### config.mk
export PLATFORM = sky130hd
export DESIGN_NAME = ssd_scan_ctrl_flat
export DESIGN_NICKNAME = d
export VERILOG_FILES = /design/src/rtl/ssd_scan_ctrl_if.sv /design/src/rtl/ssd_scan_ctrl.sv /design/src/flat_wrapper.sv
export SDC_FILE = /design/constraint.sdc
export NUM_CORES = 1
export LEC_CHECK = 0
export CAP_MARGIN = 15
export CELL_PAD_IN_SITES_DETAIL_PLACEMENT = 1
export CELL_PAD_IN_SITES_GLOBAL_PLACEMENT = 2
export CORE_ASPECT_RATIO = 1.5
export CORE_MARGIN = 2
export CORE_UTILIZATION = 38
export CTS_CLUSTER_SIZE = 10
export DETAILED_ROUTE_END_ITERATION = 10
export DONT_BUFFER_PORTS = 1
export GPL_ROUTABILITY_DRIVEN = 0
export PLACE_DENSITY_LB_ADDON = 0.3
export SETUP_SLACK_MARGIN = 0.5
export SLEW_MARGIN = 25
export SYNTH_ARGS = -nofsm -noshare
export SYNTH_HDL_FRONTEND = slang
export SYNTH_SLANG_ARGS = --single-unit
### constraint.sdc
create_clock -name ssd_scan_ctrl_port_clk -period 2.25 [get_ports ssd_scan_ctrl_port_clk]
set_clock_uncertainty 0.1 [all_clocks]
set_input_delay 0.225 -clock ssd_scan_ctrl_port_clk [delete_from_list [all_inputs] [get_ports ssd_scan_ctrl_port_clk]]
set_output_delay 0.225 -clock ssd_scan_ctrl_port_clk [all_outputs]
set_load 0.01 [all_outputs]
### src/rtl/ssd_scan_ctrl_if.sv
// Handshake and display bus for the 4-digit seven-segment scan controller.
//   master : value producer / display consumer (drives load, bcd, neg, lzb)
//   slave  : ssd_scan_ctrl (drives ready, ack, err, code, an)
interface ssd_scan_ctrl_if;
  logic        ssd_scan_ctrl_port_load;   // capture request, honoured while ready=1
  logic [11:0] ssd_scan_ctrl_port_bcd;    // [11:8] hundreds, [7:4] tens, [3:0] ones
  logic        ssd_scan_ctrl_port_neg;    // 1 = negative result
  logic        ssd_scan_ctrl_port_lzb;    // 1 = leading-zero blanking
  logic        ssd_scan_ctrl_port_ready;  // 1 = load will be accepted
  logic        ssd_scan_ctrl_port_ack;    // one-cycle pulse when captured value is visible
  logic        ssd_scan_ctrl_port_err;    // sticky: last committed value had a nibble > 9
  logic [3:0]  ssd_scan_ctrl_port_code;   // digit code (0-9, A blank, E plus, F minus)
  logic [3:0]  ssd_scan_ctrl_port_an;     // anodes, active low; an[0] = ones, an[3] = sign

  modport master (
    output ssd_scan_ctrl_port_load, ssd_scan_ctrl_port_bcd,
           ssd_scan_ctrl_port_neg, ssd_scan_ctrl_port_lzb,
    input  ssd_scan_ctrl_port_ready, ssd_scan_ctrl_port_ack,
           ssd_scan_ctrl_port_err, ssd_scan_ctrl_port_code, ssd_scan_ctrl_port_an
  );

  modport slave (
    input  ssd_scan_ctrl_port_load, ssd_scan_ctrl_port_bcd,
           ssd_scan_ctrl_port_neg, ssd_scan_ctrl_port_lzb,
    output ssd_scan_ctrl_port_ready, ssd_scan_ctrl_port_ack,
           ssd_scan_ctrl_port_err, ssd_scan_ctrl_port_code, ssd_scan_ctrl_port_an
  );
endinterface

### src/rtl/ssd_scan_ctrl.sv
// Time-multiplexed scan controller for a 4-digit common-anode seven-segment
// display. Holds a latched signed 3-digit BCD value, steps one digit slot every
// REFRESH_DIV cycles, blanks all anodes for GUARD cycles at each slot start,
// and only commits new values at slot boundaries so a number never tears.
// Ports:
//   ssd_scan_ctrl_port_clk   : system clock, rising edge
//   ssd_scan_ctrl_port_rst_n : asynchronous active-low reset
//   bus (slave)              : load/bcd/neg/lzb in; ready/ack/err/code/an out
module ssd_scan_ctrl #(
  parameter int unsigned REFRESH_DIV = 100000,
  parameter int unsigned GUARD       = 2
) (
  input  logic          ssd_scan_ctrl_port_clk,
  input  logic          ssd_scan_ctrl_port_rst_n,
  ssd_scan_ctrl_if.slave bus
);

  localparam int unsigned PW     = (REFRESH_DIV > 1) ? $clog2(REFRESH_DIV) : 1;
  localparam logic [PW-1:0] LAST    = PW'(REFRESH_DIV - 1);
  localparam logic [PW-1:0] GUARD_W = PW'(GUARD);

  localparam logic [3:0] C_BLANK = 4'hA;
  localparam logic [3:0] C_PLUS  = 4'hE;
  localparam logic [3:0] C_MINUS = 4'hF;

  typedef enum logic {ST_RUN, ST_PEND} state_t;

  state_t      state_q, state_d;
  logic [PW-1:0] presc_q, presc_d;
  logic [1:0]  idx_q, idx_d;
  logic [11:0] stg_bcd_q, stg_bcd_d;
  logic        stg_neg_q, stg_neg_d;
  logic        stg_lzb_q, stg_lzb_d;
  logic        disp_vld_q, disp_vld_d;
  logic [11:0] disp_bcd_q, disp_bcd_d;
  logic        disp_neg_q, disp_neg_d;
  logic        disp_lzb_q, disp_lzb_d;
  logic        err_q, err_d;
  logic        ack_q, ack_d;
  logic        ready;
  logic        tick;

  logic [3:0] hun, ten, one;
  logic [3:0] code;
  logic [3:0] an;

  function automatic logic nib_bad(input logic [3:0] n);
    return n > 4'd9;
  endfunction

  assign tick = (presc_q == LAST);

  always_ff @(posedge ssd_scan_ctrl_port_clk or negedge ssd_scan_ctrl_port_rst_n) begin
    if (!ssd_scan_ctrl_port_rst_n) begin
      state_q    <= ST_RUN;
      presc_q    <= '0;
      idx_q      <= '0;
      stg_bcd_q  <= '0;
      stg_neg_q  <= 1'b0;
      stg_lzb_q  <= 1'b0;
      disp_vld_q <= 1'b0;
      disp_bcd_q <= '0;
      disp_neg_q <= 1'b0;
      disp_lzb_q <= 1'b0;
      err_q      <= 1'b0;
      ack_q      <= 1'b0;
    end else begin
      state_q    <= state_d;
      presc_q    <= presc_d;
      idx_q      <= idx_d;
      stg_bcd_q  <= stg_bcd_d;
      stg_neg_q  <= stg_neg_d;
      stg_lzb_q  <= stg_lzb_d;
      disp_vld_q <= disp_vld_d;
      disp_bcd_q <= disp_bcd_d;
      disp_neg_q <= disp_neg_d;
      disp_lzb_q <= disp_lzb_d;
      err_q      <= err_d;
      ack_q      <= ack_d;
    end
  end

  // Prescaler and slot index.
  always_comb begin
    presc_d = presc_q + 1'b1;
    idx_d   = idx_q;
    if (tick) begin
      presc_d = '0;
      idx_d   = idx_q + 2'd1;
    end
  end

  // Load/commit FSM. A load that lands on a tick edge only captures; the
  // commit happens on the next tick, which keeps every commit aligned to a
  // slot boundary.
  always_comb begin
    state_d    = state_q;
    stg_bcd_d  = stg_bcd_q;
    stg_neg_d  = stg_neg_q;
    stg_lzb_d  = stg_lzb_q;
    disp_vld_d = disp_vld_q;
    disp_bcd_d = disp_bcd_q;
    disp_neg_d = disp_neg_q;
    disp_lzb_d = disp_lzb_q;
    err_d      = err_q;
    ack_d      = 1'b0;
    ready      = 1'b0;
    case (state_q)
      ST_RUN: begin
        ready = 1'b1;
        if (bus.ssd_scan_ctrl_port_load) begin
          stg_bcd_d = bus.ssd_scan_ctrl_port_bcd;
          stg_neg_d = bus.ssd_scan_ctrl_port_neg;
          stg_lzb_d = bus.ssd_scan_ctrl_port_lzb;
          state_d   = ST_PEND;
        end
      end
      ST_PEND: begin
        if (tick) begin
          disp_vld_d = 1'b1;
          disp_bcd_d = stg_bcd_q;
          disp_neg_d = stg_neg_q;
          disp_lzb_d = stg_lzb_q;
          err_d      = nib_bad(stg_bcd_q[11:8]) | nib_bad(stg_bcd_q[7:4]) |
                       nib_bad(stg_bcd_q[3:0]);
          ack_d      = 1'b1;
          state_d    = ST_RUN;
        end
      end
      default: state_d = ST_RUN;
    endcase
  end

  // Digit code for the current slot.
  assign hun = disp_bcd_q[11:8];
  assign ten = disp_bcd_q[7:4];
  assign one = disp_bcd_q[3:0];

  always_comb begin
    code = C_BLANK;
    if (disp_vld_q) begin
      case (idx_q)
        2'd0: code = nib_bad(one) ? C_BLANK : one;
        2'd1: begin
          if (nib_bad(ten) || (disp_lzb_q && ten == 4'd0 && hun == 4'd0)) code = C_BLANK;
          else                                                           code = ten;
        end
        2'd2: code = (nib_bad(hun) || (disp_lzb_q && hun == 4'd0)) ? C_BLANK : hun;
        default: begin
          if (disp_bcd_q == 12'h000) code = C_BLANK;
          else                       code = disp_neg_q ? C_MINUS : C_PLUS;
        end
      endcase
    end
  end

  always_comb begin
    if (presc_q < GUARD_W) an = '1;
    else                   an = ~(4'b0001 << idx_q);
  end

  assign bus.ssd_scan_ctrl_port_ready = ready;
  assign bus.ssd_scan_ctrl_port_ack   = ack_q;
  assign bus.ssd_scan_ctrl_port_err   = err_q;
  assign bus.ssd_scan_ctrl_port_code  = code;
  assign bus.ssd_scan_ctrl_port_an    = an;

endmodule

### src/flat_wrapper.sv
// flat-port wrapper written by rule: the top's interface ports become plain ports
module ssd_scan_ctrl_flat 
#(
  parameter int unsigned REFRESH_DIV = 100000,
  parameter int unsigned GUARD       = 2
)
  (ssd_scan_ctrl_port_clk, ssd_scan_ctrl_port_rst_n, bus_ssd_scan_ctrl_port_load, bus_ssd_scan_ctrl_port_bcd, bus_ssd_scan_ctrl_port_neg, bus_ssd_scan_ctrl_port_lzb, bus_ssd_scan_ctrl_port_ready, bus_ssd_scan_ctrl_port_ack, bus_ssd_scan_ctrl_port_err, bus_ssd_scan_ctrl_port_code, bus_ssd_scan_ctrl_port_an);
  ssd_scan_ctrl_if bus_i ();
  input  logic ssd_scan_ctrl_port_clk;
  input  logic ssd_scan_ctrl_port_rst_n;
  input wire logic [$bits(bus_i.ssd_scan_ctrl_port_load)-1:0] bus_ssd_scan_ctrl_port_load;
  input wire logic [$bits(bus_i.ssd_scan_ctrl_port_bcd)-1:0] bus_ssd_scan_ctrl_port_bcd;
  input wire logic [$bits(bus_i.ssd_scan_ctrl_port_neg)-1:0] bus_ssd_scan_ctrl_port_neg;
  input wire logic [$bits(bus_i.ssd_scan_ctrl_port_lzb)-1:0] bus_ssd_scan_ctrl_port_lzb;
  output wire logic [$bits(bus_i.ssd_scan_ctrl_port_ready)-1:0] bus_ssd_scan_ctrl_port_ready;
  output wire logic [$bits(bus_i.ssd_scan_ctrl_port_ack)-1:0] bus_ssd_scan_ctrl_port_ack;
  output wire logic [$bits(bus_i.ssd_scan_ctrl_port_err)-1:0] bus_ssd_scan_ctrl_port_err;
  output wire logic [$bits(bus_i.ssd_scan_ctrl_port_code)-1:0] bus_ssd_scan_ctrl_port_code;
  output wire logic [$bits(bus_i.ssd_scan_ctrl_port_an)-1:0] bus_ssd_scan_ctrl_port_an;
  assign bus_i.ssd_scan_ctrl_port_load = bus_ssd_scan_ctrl_port_load;
  assign bus_i.ssd_scan_ctrl_port_bcd = bus_ssd_scan_ctrl_port_bcd;
  assign bus_i.ssd_scan_ctrl_port_neg = bus_ssd_scan_ctrl_port_neg;
  assign bus_i.ssd_scan_ctrl_port_lzb = bus_ssd_scan_ctrl_port_lzb;
  assign bus_ssd_scan_ctrl_port_ready = bus_i.ssd_scan_ctrl_port_ready;
  assign bus_ssd_scan_ctrl_port_ack = bus_i.ssd_scan_ctrl_port_ack;
  assign bus_ssd_scan_ctrl_port_err = bus_i.ssd_scan_ctrl_port_err;
  assign bus_ssd_scan_ctrl_port_code = bus_i.ssd_scan_ctrl_port_code;
  assign bus_ssd_scan_ctrl_port_an = bus_i.ssd_scan_ctrl_port_an;
  ssd_scan_ctrl #(.REFRESH_DIV(REFRESH_DIV), .GUARD(GUARD)) u_core (.ssd_scan_ctrl_port_clk(ssd_scan_ctrl_port_clk), .ssd_scan_ctrl_port_rst_n(ssd_scan_ctrl_port_rst_n), .bus(bus_i));
endmodule
=== Yosys cells after proc, flatten, opt, wreduce, memory -nomap -nowiden ===
Cells that the tools add are included.

* Flip-flop bits (word level): 51
* Bits of input ports: 17
* Output and inout bits: 11
* Word-level logic and storage cells: 55

* $add $sub $neg: 2
* Magnitude comparators: 7
* Equal/unequal tests: 3
* Shift-type cells: 1
* Muxes and demuxes: 15
* Bitwise gates (word level): 4
* Reductions and logical operators: 11

{| class="wikitable"
|+ Operator list
! cell !! count
|-
| $gt A4 B4 Y1 const B || 6
|-
| $mux W4 || 6
|-
| $add A17 B1 Y17 const B || 1
|-
| $eq A17 B17 Y1 const B || 1
|-
| $lt A17 B2 Y1 const B || 1
|-
| $mux W17 || 1
|-
| $logic_not A12 Y1 || 1
|-
| $pmux W4 S3 || 1
|-
| $logic_not A4 Y1 || 2
|-
| $mux W1 || 6
|-
| $not A4 Y4 || 1
|-
| $reduce_and A2 Y1 || 2
|-
| $shl A1 B2 Y4 const A || 1
|-
| $logic_and A1 B1 Y1 || 3
|-
| $add A2 B1 Y2 const B || 1
|-
| $eq A2 B1 Y1 const B || 1
|-
| $eq A2 B2 Y1 const B || 1
|-
| $logic_not A2 Y1 || 1
|-
| $logic_or A1 B1 Y1 || 2
|-
| $or A1 B1 Y1 || 2
|-
| $pmux W1 S2 || 1
|-
| $not A1 Y1 || 1
|}

=== Longest topological paths before layout ===
* Depth after elaboration: 7
* Depth in mapped cells: 7

=== Worst setup path after synthesis ===
No wires, ideal clock.

* Path type: flip-flop to flip-flop
* From: register u_core.presc_q[13]
* To: register u_core.err_q, in the netlist u_core.bus.ssd_scan_ctrl_port_err
* Arrival time: 2093 ps
* Data required time: 2025 ps
* Path slack: -68 ps
* Cell stages (with the launch flop): 7
* Path buffers: 2
* Period minus slack after synthesis: 2318 ps
* Cell sequence: dfrtp_1 > or4_4 > nor4_4 > and2_1 > buf_6 > buf_12 > mux2_4

* Longest elaborated chain between the ends: 2

{| class="wikitable"
|+ Ends and longest elaborated chain
! item !! RTL line !! text
|-
| start: declaration || ssd_scan_ctrl.sv:29 || <nowiki>logic [PW-1:0] presc_q, presc_d;</nowiki>
|-
| start signal: assignment || ssd_scan_ctrl.sv:69 || <nowiki>presc_q <= presc_d;</nowiki>
|-
| $eq A17 B17 Y1 || ssd_scan_ctrl.sv:51 || <nowiki>assign tick = (presc_q == LAST);</nowiki>
|-
| $reduce_and A2 Y1 (no line) || n/a ||
|-
| end signal: assignment || ssd_scan_ctrl.sv:78 || <nowiki>err_q <= err_d;</nowiki>
|-
| end: declaration || ssd_scan_ctrl.sv:38 || <nowiki>logic err_q, err_d;</nowiki>
|}

No other way between the ends.
A chain may end at the register's enable or synchronous reset.

=== Final worst setup path ===
* From: register u_core.presc_q[14]
* To: output port bus_ssd_scan_ctrl_port_an[3]

* Longest elaborated chain between the ends: 2

{| class="wikitable"
|+ Ends and longest elaborated chain
! item !! RTL line !! text
|-
| $lt A17 B2 Y1 || ssd_scan_ctrl.sv:158 || <nowiki>if (presc_q < GUARD_W) an = '1;</nowiki>
|-
| $mux W4 || ssd_scan_ctrl.sv:158 ||
|-
| end: declaration || flat_wrapper.sv:19 || <nowiki>output wire logic [$bits(bus_i.ssd_scan_ctrl_port_an)-1:0] bus_ssd_scan_ctrl_port_an;</nowiki>
|}

No other way between the ends.

==> impl.org <==
** Global routing
- The initial antenna violation count is 0.
- The first global-routing pass estimated 10.2 mm of wire.
- Total routing resource utilization after global routing :: 18.4%
- The number of global-route vias before repair is 2,064.
- Entering global routing, the biggest net connects 52 pins.
- Total grt overflow :: 0

** Synth
- Sequential cell area fraction in the yosys report :: 52.2%
- Share of the synthesized area in the top cell type :: 52.2%
- After technology mapping, the gate count stands at 211.
- Synthesis warning total :: 0
- Dominant cells by area after synthesis :: sky130_fd_sc_hd__dfrtp_1 52%, sky130_fd_sc_hd__mux2_2 9.7%, sky130_fd_sc_hd__mux2_4 4.3%
- Yosys top cell by area :: sky130_fd_sc_hd__dfrtp_1
- Seq cells post-synth :: 51
- Each instance of the synthesized netlist takes up on average 11.6 um^2.
- Among all flip-flop cells after synthesis, the most frequent one is sky130_fd_sc_hd__dfrtp_1.
- The number of nets handed over by synthesis was 234.
- Cell with the most instances after synthesis :: sky130_fd_sc_hd__dfrtp_1
- Yosys mapped the design onto 36 distinct sky130hd cell types.
- The commonest cells after synthesis are 51 x sky130_fd_sc_hd__dfrtp_1, 21 x sky130_fd_sc_hd__mux2_2, 17 x sky130_fd_sc_hd__nor2_1, 14 x sky130_fd_sc_hd__o21ai_0, 12 x sky130_fd_sc_hd__nand2_1.
- Syn Std Cell Area :: 2450 um^2
- Number of synthesized flops with an enable pin :: 0
- For this run, asynchronously set or reset flops after synthesis account for 100%.

** Routing
- The pre-antenna-repair detailed-routing pass consisted of 4 iterations.
- WL per Instance :: 19.2 um
- Summed over all layers, the routed wires come to 6.42 mm.
- The routed layout has 1,810 vias.
- DRC Markers :: 0
- Number of DRC markers after the initial detailed-route iteration :: 93
- After detailed routing, the number of vias per cell comes to 5.40.
- Number of nets with antenna violations after detailed routing :: 0

** Clock network
- Sink Count :: 51
- Number of buffers inserted during clock tree synthesis :: 5
- The longest clock path from root to sink contains 2 buffers.
- CTS built an H-tree with a depth of 2.
- CTS tree :: done
- Clock-pin slew was measured on the worst setup and hold paths at 0.10 ns.
- The later pin in the worst-skew pair is clocked with a latency of 0.30 ns.
- The tree is rooted in a sky130_fd_sc_hd__clkbuf_8.

** Setup path
- Worst EP arrival :: 1.92 ns
- Bufs and invs on worst path :: 2
- The number of cells on the worst reg-to-reg path is 6.
- The worst setup path is captured at an output port.
- Critical-path top delay cell :: sky130_fd_sc_hd__or4_4
- Along the worst path, the maximum fanout reaches 5.
- Largest incremental delay on the critical path :: 0.52 ns
- Category of the most critical setup path :: reg2out
- The most critical setup path has its startpoint at u_core.presc_q[14].
- For the worst setup path, the data required time is 1.92 ns.
- Register-to-register setup slack :: 0.10 ns
- Broken down by cell family, the worst path's largest delay share belongs to simple AND/OR/NAND/NOR gates.
- CP cell instances :: or4_4, nor4_4, buf_4, nand4_1, buf_6, nand2_2
- The critical path runs through a total of 6 cells.
- Endpoint of the worst register-to-register path :: u_core.disp_bcd_q[1]
- Launch instance of the worst register-to-register path :: u_core.presc_q[8]
- Worst setup endpoint :: bus_ssd_scan_ctrl_port_an[3]
- Critical path launch point type :: register

** Timing
- The routed design could run at a clock period as short as 2.25 ns.
- RSZ-0062 raised after global routing :: yes
- After layout, the worst path uses 99.9% of the clock period.
- Final hold violation count :: 0
- Worst relative slew slack :: 74.5%
- Worst Tran Pin Value :: 0.379 ns
- Endpoints failing setup :: 0
- F_max :: 445 MHz
- Slew Limit Fails :: 0
- Hold_ws :: 0.324 ns

** Floorplan
- For this design the top-level I/O count stands at 28.
- Chip Width :: 69.5 um
- Full die area :: 7110 um^2
- In this run the core area contains 35 standard-cell rows.
- For this configuration, the core starts out at a cell density of 39.6%.
- In this run the vertical extent of the chip is 102 um.
- Core region area :: 6170 um^2

** Pwr
- In this run the power density over the cells is 492 nW/um^2.
- For this design the static power due to leakage is 1.42 nW.
- Across the VDD grid, the largest voltage drop is 0.297 mV.

** Run status
- Status :: complete, no violations

** Finish
- Share of final-layout standard cells stronger than drive strength 1 :: 41.4%
- Counting the fill cells in the layout gives 626.
- Utilization after layout :: 53.0%
- At the end of the flow, the number of nets in the layout was 283.
- 0 antenna diodes ended up in the layout.
- Area of all placed cells without fillers :: 3280 um^2
- Synthesis-to-finish area growth :: 33.9%

** Hold path
- The min-delay analysis places its worst path in the category in2async.

** Place
- The HPWL after detailed placement is 4.22 mm.
- Port buffering added 0 buffers.
- Placed inst area :: 2610 um^2

** Flow run
- Max-cap violations in this run came to 0.
==> how the worst min path moves through the flow <==
| stage | start | endpoint | cells after the start |
|---|---|---|---|
| 2_1_floorplan | ssd_scan_ctrl_port_rst_n | u_core.bus.ssd_scan_ctrl_port_ack | 0 |
| 3_3_place_gp | ssd_scan_ctrl_port_rst_n | u_core.stg_bcd_q[5] | 0 |
| 3_5_place_dp | ssd_scan_ctrl_port_rst_n | u_core.stg_bcd_q[6] | 0 |
| 4_1_cts | ssd_scan_ctrl_port_rst_n | u_core.disp_bcd_q[6] | 2 |
| 5_1_grt | ssd_scan_ctrl_port_rst_n | u_core.bus.ssd_scan_ctrl_port_err | 2 |
| 6_report | ssd_scan_ctrl_port_rst_n | u_core.stg_bcd_q[2] | 2 |
==> state kept, by name, indices dropped and copies added (netlist names) <==
register,count
u_core.presc_q,17
u_core.disp_bcd_q,12
u_core.stg_bcd_q,12
u_core.idx_q,2
u_core.bus.ssd_scan_ctrl_port_ack,1
u_core.bus.ssd_scan_ctrl_port_err,1
u_core.disp_lzb_q,1
u_core.disp_neg_q,1
u_core.disp_vld_q,1
u_core.state_q,1
u_core.stg_lzb_q,1
u_core.stg_neg_q,1
==> layout by cell type (no fill, tap or decap), types with 3 or more instances in the layout <==
master / instances
sky130_fd_sc_hd__a21oi_1: 4
sky130_fd_sc_hd__buf_4: 26
sky130_fd_sc_hd__buf_8: 3
sky130_fd_sc_hd__clkbuf_8: 6
sky130_fd_sc_hd__dfrtp_1: 47
sky130_fd_sc_hd__dfrtp_2: 4
sky130_fd_sc_hd__dlygate4sd3_1: 16
sky130_fd_sc_hd__ha_4: 4
sky130_fd_sc_hd__inv_1: 6
sky130_fd_sc_hd__mux2_2: 21
sky130_fd_sc_hd__mux2_4: 7
sky130_fd_sc_hd__nand2_1: 7
sky130_fd_sc_hd__nand2_2: 4
sky130_fd_sc_hd__nand3_1: 7
sky130_fd_sc_hd__nand4_1: 9
sky130_fd_sc_hd__nor2_1: 11
sky130_fd_sc_hd__nor2_2: 4
sky130_fd_sc_hd__nor3_1: 3
sky130_fd_sc_hd__nor4_4: 4
sky130_fd_sc_hd__o21ai_0: 9
sky130_fd_sc_hd__o21ai_1: 3
sky130_fd_sc_hd__xnor2_1: 9
sky130_fd_sc_hd__xor2_1: 5
==> where the power goes <==
| part | internal [W] | leakage (nW) | total, W | switching [W] |
|---|---|---|---|---|
| clock network | 0.000252 | 0.0474 | 0.000564 | 0.000312 |
| registers | 0.000945 | 0.664 | 0.000966 | 0.0000212 |
| logic | 0.0000477 | 0.713 | 0.0000813 | 0.0000335 |
==> cell families after synthesis <==
group           Yosys count  synth area share, %
compound gates           27                 6.44
xor+xnor                 14                 5.01
flops                    51                 52.2
buf+inv                  13                 2.97
simple gates             71                 16.0
fa+ha+maj                 6                 3.07
mux                      29                 14.4
==> layer usage <==
layer  up-vias  track usage, %  share of wire (%)
met4         0            7.69                2.8
met2        29            35.9                 57
met3        13            2.76                2.5
met1       920            19.6                 38
li1        848               -                  -
met5         -               0                  0
==> timing repair <==
item | 4_1_cts | 5_1_grt
setup buffers | 10 | 5
setup endpoints to repair | 35 | 40
endpoints found under the hold margin | 66 | 0
resized for setup | 43 | 24
pin swaps | 9 | 9
hold buffers | 17 | 0
==> area by class of cell <==
cell class	count	area (um^2)	share of cell area (%)
multi-input cells	147	1330	40.6
inverters	8	35.0	1.07
clock inverters	2	16.3	0.497
well taps	74	92.6	2.83
flip-flops and latches	51	1280	39.1
clock buffers	6	82.6	2.52
repair buffers	47	439	13.4
==> metrics by stage <==
| stage | TNS, ns | total power [W] | setup slack, ns | cells |
|---|---|---|---|---|
| final | 0 | 0.00161 | 0.00172 | 335 |
| after floorplan | -0.477 | 0.00101 | -0.0681 | 211 |
| after CTS | 0 | 0.00164 | 0.0101 | 330 |
| after global placement | 0 | 0.00102 | 0.142 | 295 |
| after global routing | -0.419 | 0.00168 | -0.111 | 335 |
| after detailed placement | 0 | 0.00102 | 0.0774 | 295 |
Power figures use the tool's default switching activity.
